==> src/rtl/exdecomp_ctrl.sv <==
// Flow-control sequencer around the fixed-latency exbus decompressor: reserves an
// output FIFO slot per issued word and drains/resets the decompressor on request.
module exdecomp_ctrl #(
  parameter int unsigned LGFIFO = 4
) (
  input  logic        i_clk,
  input  logic        i_reset_n,
  input  logic        s_valid,
  output logic        s_ready,
  input  logic [34:0] s_word,
  input  logic        i_resync,
  output logic        d_stb,
  output logic [34:0] d_word,
  output logic        d_reset,
  input  logic        r_stb,
  input  logic [34:0] r_word,
  output logic        m_valid,
  input  logic        m_ready,
  output logic [34:0] m_word,
  output logic        o_busy,
  output logic        o_err
);

  localparam int unsigned DEPTH = 1 << LGFIFO;

  typedef enum logic [1:0] {ST_RST, ST_RUN, ST_DRAIN} state_t;

  state_t            state_q;
  logic              d_reset_q, busy_q;
  logic [LGFIFO:0]   reserved_q, reserved_d;
  logic [LGFIFO:0]   count_q, count_d;
  logic [2:0]        inflight_q, inflight_d;
  logic [LGFIFO-1:0] wr_ptr_q, rd_ptr_q, rd_ptr_d;
  logic [34:0]       mem [DEPTH];
  logic              d_stb_q, err_q;
  logic [34:0]       d_word_q, m_word_q, head_d;
  logic              accept, pop, full, drop, wr_en;

  always_comb begin
    s_ready    = (state_q == ST_RUN) && (reserved_q < (LGFIFO+1)'(DEPTH));
    accept     = s_valid && s_ready;
    m_valid    = (count_q != '0);
    pop        = m_valid && m_ready;
    full       = (count_q == (LGFIFO+1)'(DEPTH));
    drop       = r_stb && ((full && !pop) || (inflight_q == '0));
    wr_en      = r_stb && !drop;
    reserved_d = reserved_q + (LGFIFO+1)'(accept) - (LGFIFO+1)'(pop);
    inflight_d = inflight_q + 3'(accept) - 3'(r_stb && (inflight_q != '0));
    count_d    = count_q + (LGFIFO+1)'(wr_en) - (LGFIFO+1)'(pop);
    rd_ptr_d   = rd_ptr_q + LGFIFO'(pop);
    // A write landing on the next read slot means the FIFO was (or becomes) empty: bypass it.
    head_d     = (wr_en && (wr_ptr_q == rd_ptr_d)) ? r_word : mem[rd_ptr_d];
  end

  always_ff @(posedge i_clk or negedge i_reset_n) begin
    if (!i_reset_n) begin
      state_q   <= ST_RST;
      d_reset_q <= 1'b1;
      busy_q    <= 1'b1;
    end else begin
      case (state_q)
        ST_RST: begin
          state_q   <= ST_RUN;
          d_reset_q <= 1'b0;
          busy_q    <= 1'b0;
        end
        ST_RUN: begin
          if (i_resync) begin
            state_q <= ST_DRAIN;
            busy_q  <= 1'b1;
          end
        end
        ST_DRAIN: begin
          // Leave only once the last outstanding result has been absorbed this cycle.
          if (inflight_d == '0) begin
            state_q   <= ST_RST;
            d_reset_q <= 1'b1;
          end
        end
        default: begin
          state_q   <= ST_RST;
          d_reset_q <= 1'b1;
          busy_q    <= 1'b1;
        end
      endcase
    end
  end

  always_ff @(posedge i_clk or negedge i_reset_n) begin
    if (!i_reset_n) begin
      reserved_q <= '0;
      inflight_q <= '0;
      count_q    <= '0;
      wr_ptr_q   <= '0;
      rd_ptr_q   <= '0;
      d_stb_q    <= 1'b0;
      d_word_q   <= '0;
      m_word_q   <= '0;
      err_q      <= 1'b0;
    end else begin
      reserved_q <= reserved_d;
      inflight_q <= inflight_d;
      count_q    <= count_d;
      wr_ptr_q   <= wr_ptr_q + LGFIFO'(wr_en);
      rd_ptr_q   <= rd_ptr_d;
      d_stb_q    <= accept;
      if (accept)
        d_word_q <= s_word;
      if (count_d != '0)
        m_word_q <= head_d;
      if (drop)
        err_q <= 1'b1;
    end
  end

  always_ff @(posedge i_clk) begin
    if (wr_en)
      mem[wr_ptr_q] <= r_word;
  end

  assign d_stb   = d_stb_q;
  assign d_word  = d_word_q;
  assign d_reset = d_reset_q;
  assign m_word  = m_word_q;
  assign o_busy  = busy_q;
  assign o_err   = err_q;

endmodule
==> config.mk <==
export PLATFORM = sky130hd
export DESIGN_NAME = exdecomp_ctrl
export DESIGN_NICKNAME = d
export VERILOG_FILES = /design/src/rtl/exdecomp_ctrl.sv
export SDC_FILE = /design/constraint.sdc
export NUM_CORES = 1
export LEC_CHECK = 0
export ABC_AREA = 1
export BUFFER_PORTS_ARGS = -buffer_cell sky130_fd_sc_hd__buf_2
export CAP_MARGIN = 20
export CORE_ASPECT_RATIO = 2
export CORE_UTILIZATION = 50
export CTS_BUF_LIST = sky130_fd_sc_hd__clkbuf_4 sky130_fd_sc_hd__clkbuf_8 sky130_fd_sc_hd__clkbuf_16
export DETAILED_ROUTE_END_ITERATION = 16
export GPL_ROUTABILITY_DRIVEN = 0
export HOLD_SLACK_MARGIN = 0.05
export PLACE_DENSITY = 0.67
export SLEW_MARGIN = 30
export SYNTH_ARGS = -nofsm -noshare
export SYNTH_HDL_FRONTEND = slang
export SYNTH_SLANG_ARGS = --single-unit
export TNS_END_PERCENT = 10
==> constraint.sdc <==
create_clock -name i_clk -period 4.8 [get_ports i_clk]
set_input_delay 0.24 -clock i_clk [delete_from_list [all_inputs] [get_ports i_clk]]
set_output_delay 0.24 -clock i_clk [all_outputs]
set_load 0.05 [all_outputs]
# Word-level counts from Yosys, hierarchy flattened
# Memory sizes are Yosys's and may differ from the RTL's. A register that Yosys moved wholly into a read port is not among the register bits.
# Index checks and enable logic that the tools add are counted.
dict set report word_totals {
  n_memories 1
  in_bits 76
  out_inout_bits 76
  ram_bits 560
  ff_bits 62
}
dict set report classes {
  reduce_logical 20
  n_eq_ne 5
  add_sub_neg 8
  muxes 9
  order_cmp 1
  bitwise_logic 2
}
# memory words word_bits rd rd_clocked_by_memory_dff wr line_no
set mem_list {}
lappend mem_list {mem 16 35 1 1 1 34} ;# logic [34:0] mem [DEPTH];
# cell n
set ops {}
lappend ops {{5-bit by 1-bit adder with 5-bit output} 2}
lappend ops {{5-bit nonzero test} 2}
lappend ops {{5-bit by 1-bit subtractor with 5-bit output} 2}
lappend ops {{4-bit by 1-bit adder with 4-bit output} 2}
lappend ops {{1-bit logical AND} 7}
lappend ops {{3-bit logical NOT} 2}
lappend ops {{1-bit case mux with 3 select lines} 2}
lappend ops {{2-bit case mux with 3 select lines} 1}
lappend ops {{2-bit AND reduction} 3}
lappend ops {{5-bit equality test (second input constant)} 1}
lappend ops {{5-bit less-than comparator (second input constant)} 1}
lappend ops {{1-bit two-way mux} 4}
lappend ops {{2-bit two-way mux} 2}
lappend ops {{2-bit != test (second input constant)} 2}
lappend ops {{3-bit by 1-bit adder with 3-bit output} 1}
lappend ops {{1-bit logical NOT} 3}
lappend ops {{3-bit nonzero test} 1}
lappend ops {{3-bit by 1-bit subtractor with 3-bit output} 1}
lappend ops {{2-bit by 1-bit equality test with 1-bit output (second input constant)} 1}
lappend ops {{2-bit equality test (second input constant)} 1}
lappend ops {{2-bit logical NOT} 1}
lappend ops {{1-bit NOT} 2}
lappend ops {{1-bit logical OR} 1}

# Longest topological paths before layout
dict set report logic_depth {
  ltp_word 11
  depth_mapped 19
}

# Least setup slack after synthesis
# OpenSTA, ideal clock, no wires.
dict set report synth_timing {
  kind {reg-to-reg}
  startpoint {register state_q[0]}
  endpoint {register d_reset_q, in the netlist d_reset}
  path_buffers 1
  required_time_ns 4.724
  path_slack_ns 1.258
  path_stages_with_launch 19
  t_arrival_ns 3.466
  setup_ns 0.076
  cell_sequence {dfrtp_1 inv_1 nor2_1 inv_1 nor2_1 nand2_1 clkbuf_1 ha_1 inv_1 ha_1 inv_1 fa_1 xor2_1 xor2_1 nand2_1 nand2_1 nand2_1 nand2_1 nand2_1}
}
dict set report synth_via {
  elab_chain_len 8
}
# element line_no
set synth_lines {}
lappend synth_lines {{start, declared} 28} ;# state_t state_q;
lappend synth_lines {{start signal, assigned} 57} ;# state_q <= ST_RST;
lappend synth_lines {{start signal, assigned} 63} ;# state_q <= ST_RUN;
lappend synth_lines {{start signal, assigned} 69} ;# state_q <= ST_DRAIN;
lappend synth_lines {{2-bit by 1-bit equality test with 1-bit output} 40} ;# s_ready = (state_q == ST_RUN) && (reserved_q < (LGFIFO+1)'(DEPTH));
lappend synth_lines {{1-bit logical AND} 40}
lappend synth_lines {{via s_ready} 9} ;# output logic s_ready,
lappend synth_lines {{1-bit logical AND} 41} ;# accept = s_valid && s_ready;
lappend synth_lines {{3-bit by 1-bit adder with 3-bit output} 48} ;# inflight_d = inflight_q + 3'(accept) - 3'(r_stb && (inflight_q != '0));
lappend synth_lines {{3-bit by 1-bit subtractor with 3-bit output} 48}
lappend synth_lines {{3-bit logical NOT} 75} ;# if (inflight_d == '0) begin
lappend synth_lines {{2-bit != test (no line)} --}
lappend synth_lines {{2-bit AND reduction (no line)} --}
lappend synth_lines {{end signal, assigned} 58} ;# d_reset_q <= 1'b1;
lappend synth_lines {{end signal, assigned} 77} ;# d_reset_q <= 1'b1;
lappend synth_lines {{end signal, assigned} 82} ;# d_reset_q <= 1'b1;
lappend synth_lines {{end, declared} 29} ;# logic d_reset_q, busy_q;
# The timed path passes the listed nets, and every way through them passes these cells.
# A chain may end at the register's enable or synchronous reset.

# Worst setup path in the final report
dict set report layout_timing {
  startpoint {register count_q[3]}
  endpoint {register m_word_q[4], in the netlist m_word[4], read port of mem}
}
dict set report layout_via {
  elab_chain_len 11
}
# element line_no
set layout_lines {}
lappend layout_lines {{start, declared} 31} ;# logic [LGFIFO:0] count_q, count_d;
lappend layout_lines {{start signal, assigned} 103} ;# count_q <= count_d;
lappend layout_lines {{5-bit nonzero test} 42} ;# m_valid = (count_q != '0);
lappend layout_lines {{1-bit logical AND} 43} ;# pop = m_valid && m_ready;
lappend layout_lines {{1-bit logical NOT} 45} ;# drop = r_stb && ((full && !pop) || (inflight_q == '0));
lappend layout_lines {{1-bit logical AND} 45}
lappend layout_lines {{1-bit logical OR} 45}
lappend layout_lines {{1-bit logical AND} 45}
lappend layout_lines {{1-bit logical NOT} 46} ;# wr_en = r_stb && !drop;
lappend layout_lines {{1-bit logical AND} 46}
lappend layout_lines {{5-bit by 1-bit adder with 5-bit output} 49} ;# count_d = count_q + (LGFIFO+1)'(wr_en) - (LGFIFO+1)'(pop);
lappend layout_lines {{5-bit by 1-bit subtractor with 5-bit output} 49}
lappend layout_lines {{5-bit nonzero test} 109} ;# if (count_d != '0)
lappend layout_lines {{end, declared} 36} ;# logic [34:0] d_word_q, m_word_q, head_d;
# Parallel ways exist; a longest one is shown, timed or not.

==> metrics.txt <==
status finished, final reports clean; IO Port Bufs 151; Core Area 0.0536 mm^2; P_leak 12.6 nW; Power Total 0.0234 W; Synth Area in Compound Gates 0.175%; post-DP HPWL 39.8 mm; # DRC 0; Max Fclk 0.267 GHz; Die Ht 332 um; grt ovf 0; Crit path max-delay family simple AND/OR/NAND/NOR gates; Synth top cells by count 876 x nand2_1, 560 x edfxtp_1, 473 x nand3_1; XOR/XNOR Fraction of Synth Area 0.543%; number of distinct library cells after synthesis 28; Routed WL per cell 22.8 um; post-synth top area share 61.8%; pwr dens 742 mW/mm^2; crit-path max FO 17; final setup violation count 0; Worst-Margin Slew 0.888 ns; TritonCTS sink count 657; antenna viol nets, final 0; Crit Path Category reg -> reg; Hold Fails Final Rpt 0; largest cells by area after synthesis edfxtp_1 62%, nand2_1 12%, dfrtp_1 8.7%; mux cell area share after synthesis 0%; post-CTS sizing 0; Gate Count Post-Synth 2399; WP buf/inv 5; Synthesized Nets 2495; vias in the first global route 18842; minimum clock period 3.74 ns; Async SR Flop Fraction 14.8%; Slowest-stage cell, CP fa_1; fraction of layout instances using a drive strength above 1 13.9%; Worst-path clk slew 0.07 ns; IO Pins 152; layout net count 2678; RSZ-0062 raised after global routing no; Ys Warns 0; register area share after synthesis 70.8%; number of detailed-route iterations in the first pass 5; H-tree level count 2; synthesized flop and latch total 657; Hold Crit Class in -> reg; Adder-Cell Fraction of Synth Area 1.00%; mapped cell area 0.0272 mm^2; drt total wl 75.1 mm; most common cell in the netlist nand2_1; largest net degree at the start of global routing 162; setup TNS 0 ns; starting density of the core 50.7%; initial antenna violation count 1; simple-gate share of the synthesized area 24.2%; first-iteration detailed-routing DRC count 1808; Clock Tree Buf Depth 3; Final Max Slew Viols 0; via count 19066; Filler Cell Count 4199; crit end category flop; first-pass GRT wire length 114 mm; max cap viols 0; CTS buffer count 54; syn_area_per_cell 11.3 um^2; main combinational cell family by area after synthesis simple AND/OR/NAND/NOR gates; period utilization 77.9%; Placement Setup Slack 1.11 ns; die area 0.0554 mm^2; worst path arrival time 4.22 ns; GRT Total Usage 27.4%; slew margin rel. 40.8%; clock root cell clkbuf_16; clk_skew 0.0208 ns; area grow syn2layout 16.2%; CTS tree built; Util after Layout 58.9%; critical path startpoint category flop; EDFF count, synth 560; worst setup margin 1.06 ns; die width 167 um; Synth area leader edfxtp_1; clock latency on the worst-skew pair 0.61 ns; CP required 5.28 ns; num rows 120; crit-path max cell delay 0.42 ns; mean number of vias per cell 5.78; worst path cell trace inv_1 -> ha_1 -> nand2_1 -> or2_2 -> nand2_1 -> inv_1 -> ha_1 -> inv_1 -> ha_1 -> inv_1 -> fa_1 -> nand3b_1 -> nand2_1 -> xor2_4 -> nand3_4 -> buf_4 -> nand3_1 -> nand2_1; prevailing post-synth register cell edfxtp_1; peak supply drop 0.667 mV
==> sequential cells by signal, summed over array words and instances (netlist names) <==
register	flops
inflight_q	3
o_err	1
reserved_q	5
wr_ptr_q	4
d_reset	1
d_word	35
state_q	2
m_word	35
d_stb	1
count_q	5
mem	560
rd_ptr_q	4
o_busy	1
==> cell usage in the layout (no fill, tap or decap), types with 2 or more instances in the layout <==
cell           instances
nand2_1              874
edfxtp_1             560
nand3_1              473
buf_2                150
dfrtp_1               95
nand4_1               72
dlygate4sd3_1         72
inv_1                 69
clkbuf_16             60
buf_4                 37
nand3_2               31
nor2_4                18
clkbuf_4              18
ha_1                  15
clkbuf_8              12
buf_12                10
nor2_1                 8
bufinv_16              7
xor2_1                 6
a21oi_1                5
xnor2_1                4
o21ai_0                3
inv_2                  3
inv_4                  3
fa_1                   3
nand2_2                2
xor2_4                 2
inv_8                  2
ha_4                   2
clkinv_2               2
dfstp_2                2
==> final timing paths <==
kind	endpoint	from	slack, ns	cells after the start
max	m_word[4]	count_q[3]	1.06	18
min	mem[14][4]	r_word[4]	0.07	1
max reg2reg	m_word[4]	count_q[3]	1.06	18
min reg2reg	d_reset	d_reset	0.47	2
max in group asynchronous	d_word[0]	i_reset_n	3.41	3
min in group asynchronous	m_word[12]	i_reset_n	0.28	2
==> per-layer routing <==
layer | vias to the layer above | global-route usage, % | part of all wire (%)
met1 | 9296 | 34.2 | 37
met4 | 0 | 12.1 | 4.0
met2 | 920 | 47.2 | 51
li1 | 8659 | - | -
met3 | 191 | 3.78 | 7.8
met5 | - | 0 | 0
==> report_power, final <==
part | internal (W) | switching, W
clock network | 0.00294 | 0.00203
logic | 0.00286 | 0.00803
registers | 0.00714 | 0.000432
total | 0.0129 | 0.0105
==> worst register-to-register path, delay by kind of cell, from the launching register on <==
kind                     cells  cell delay [ns]
XOR/XNOR                     1             0.20
AND/OR/NAND/NOR              8             1.29
adder cells (fa/ha/maj)      4             1.04
buffers and inverters        5             0.69
flip-flops                   1             0.40
==> logic make-up after synthesis <==
family,after synthesis
AND/OR/NAND/NOR,1482
flip-flops,657
buffers and inverters,218
adder cells (fa/ha/maj),20
XOR/XNOR,13
AO/OA/AOI/OAI,9
==> timing repair <==
item | in CTS | in global routing
hold buffers | 72 | 0
hold endpoints to repair | 627 | 0
setup buffers | 0 | 0
==> layout make-up <==
type / count / area (um^2) / share of cell area [%]
diodes: 1 / 2.50 / 0.00792
clock buffers: 90 / 1800 / 5.70
clock inverters: 12 / 241 / 0.764
inverters: 75 / 294 / 0.931
multi-input cells: 1524 / 7210 / 22.8
flip-flops and latches: 657 / 19200 / 60.9
well taps: 671 / 840 / 2.66
repair buffers: 270 / 1960 / 6.21
==> per-stage QoR <==
| stage | hold WS (ns) | instance area [um^2] | cells |
|---|---|---|---|
| after floorplan | -0.0556 | 27200 | 2399 |
| after global placement | 0.383 | 28800 | 3125 |
| after detailed placement | 0.398 | 28800 | 3125 |
| after CTS | 0.0542 | 31600 | 3299 |
| after global routing | 0.0641 | 31600 | 3300 |
| final | 0.0708 | 31600 | 3300 |
Power figures use the tool's default switching activity.
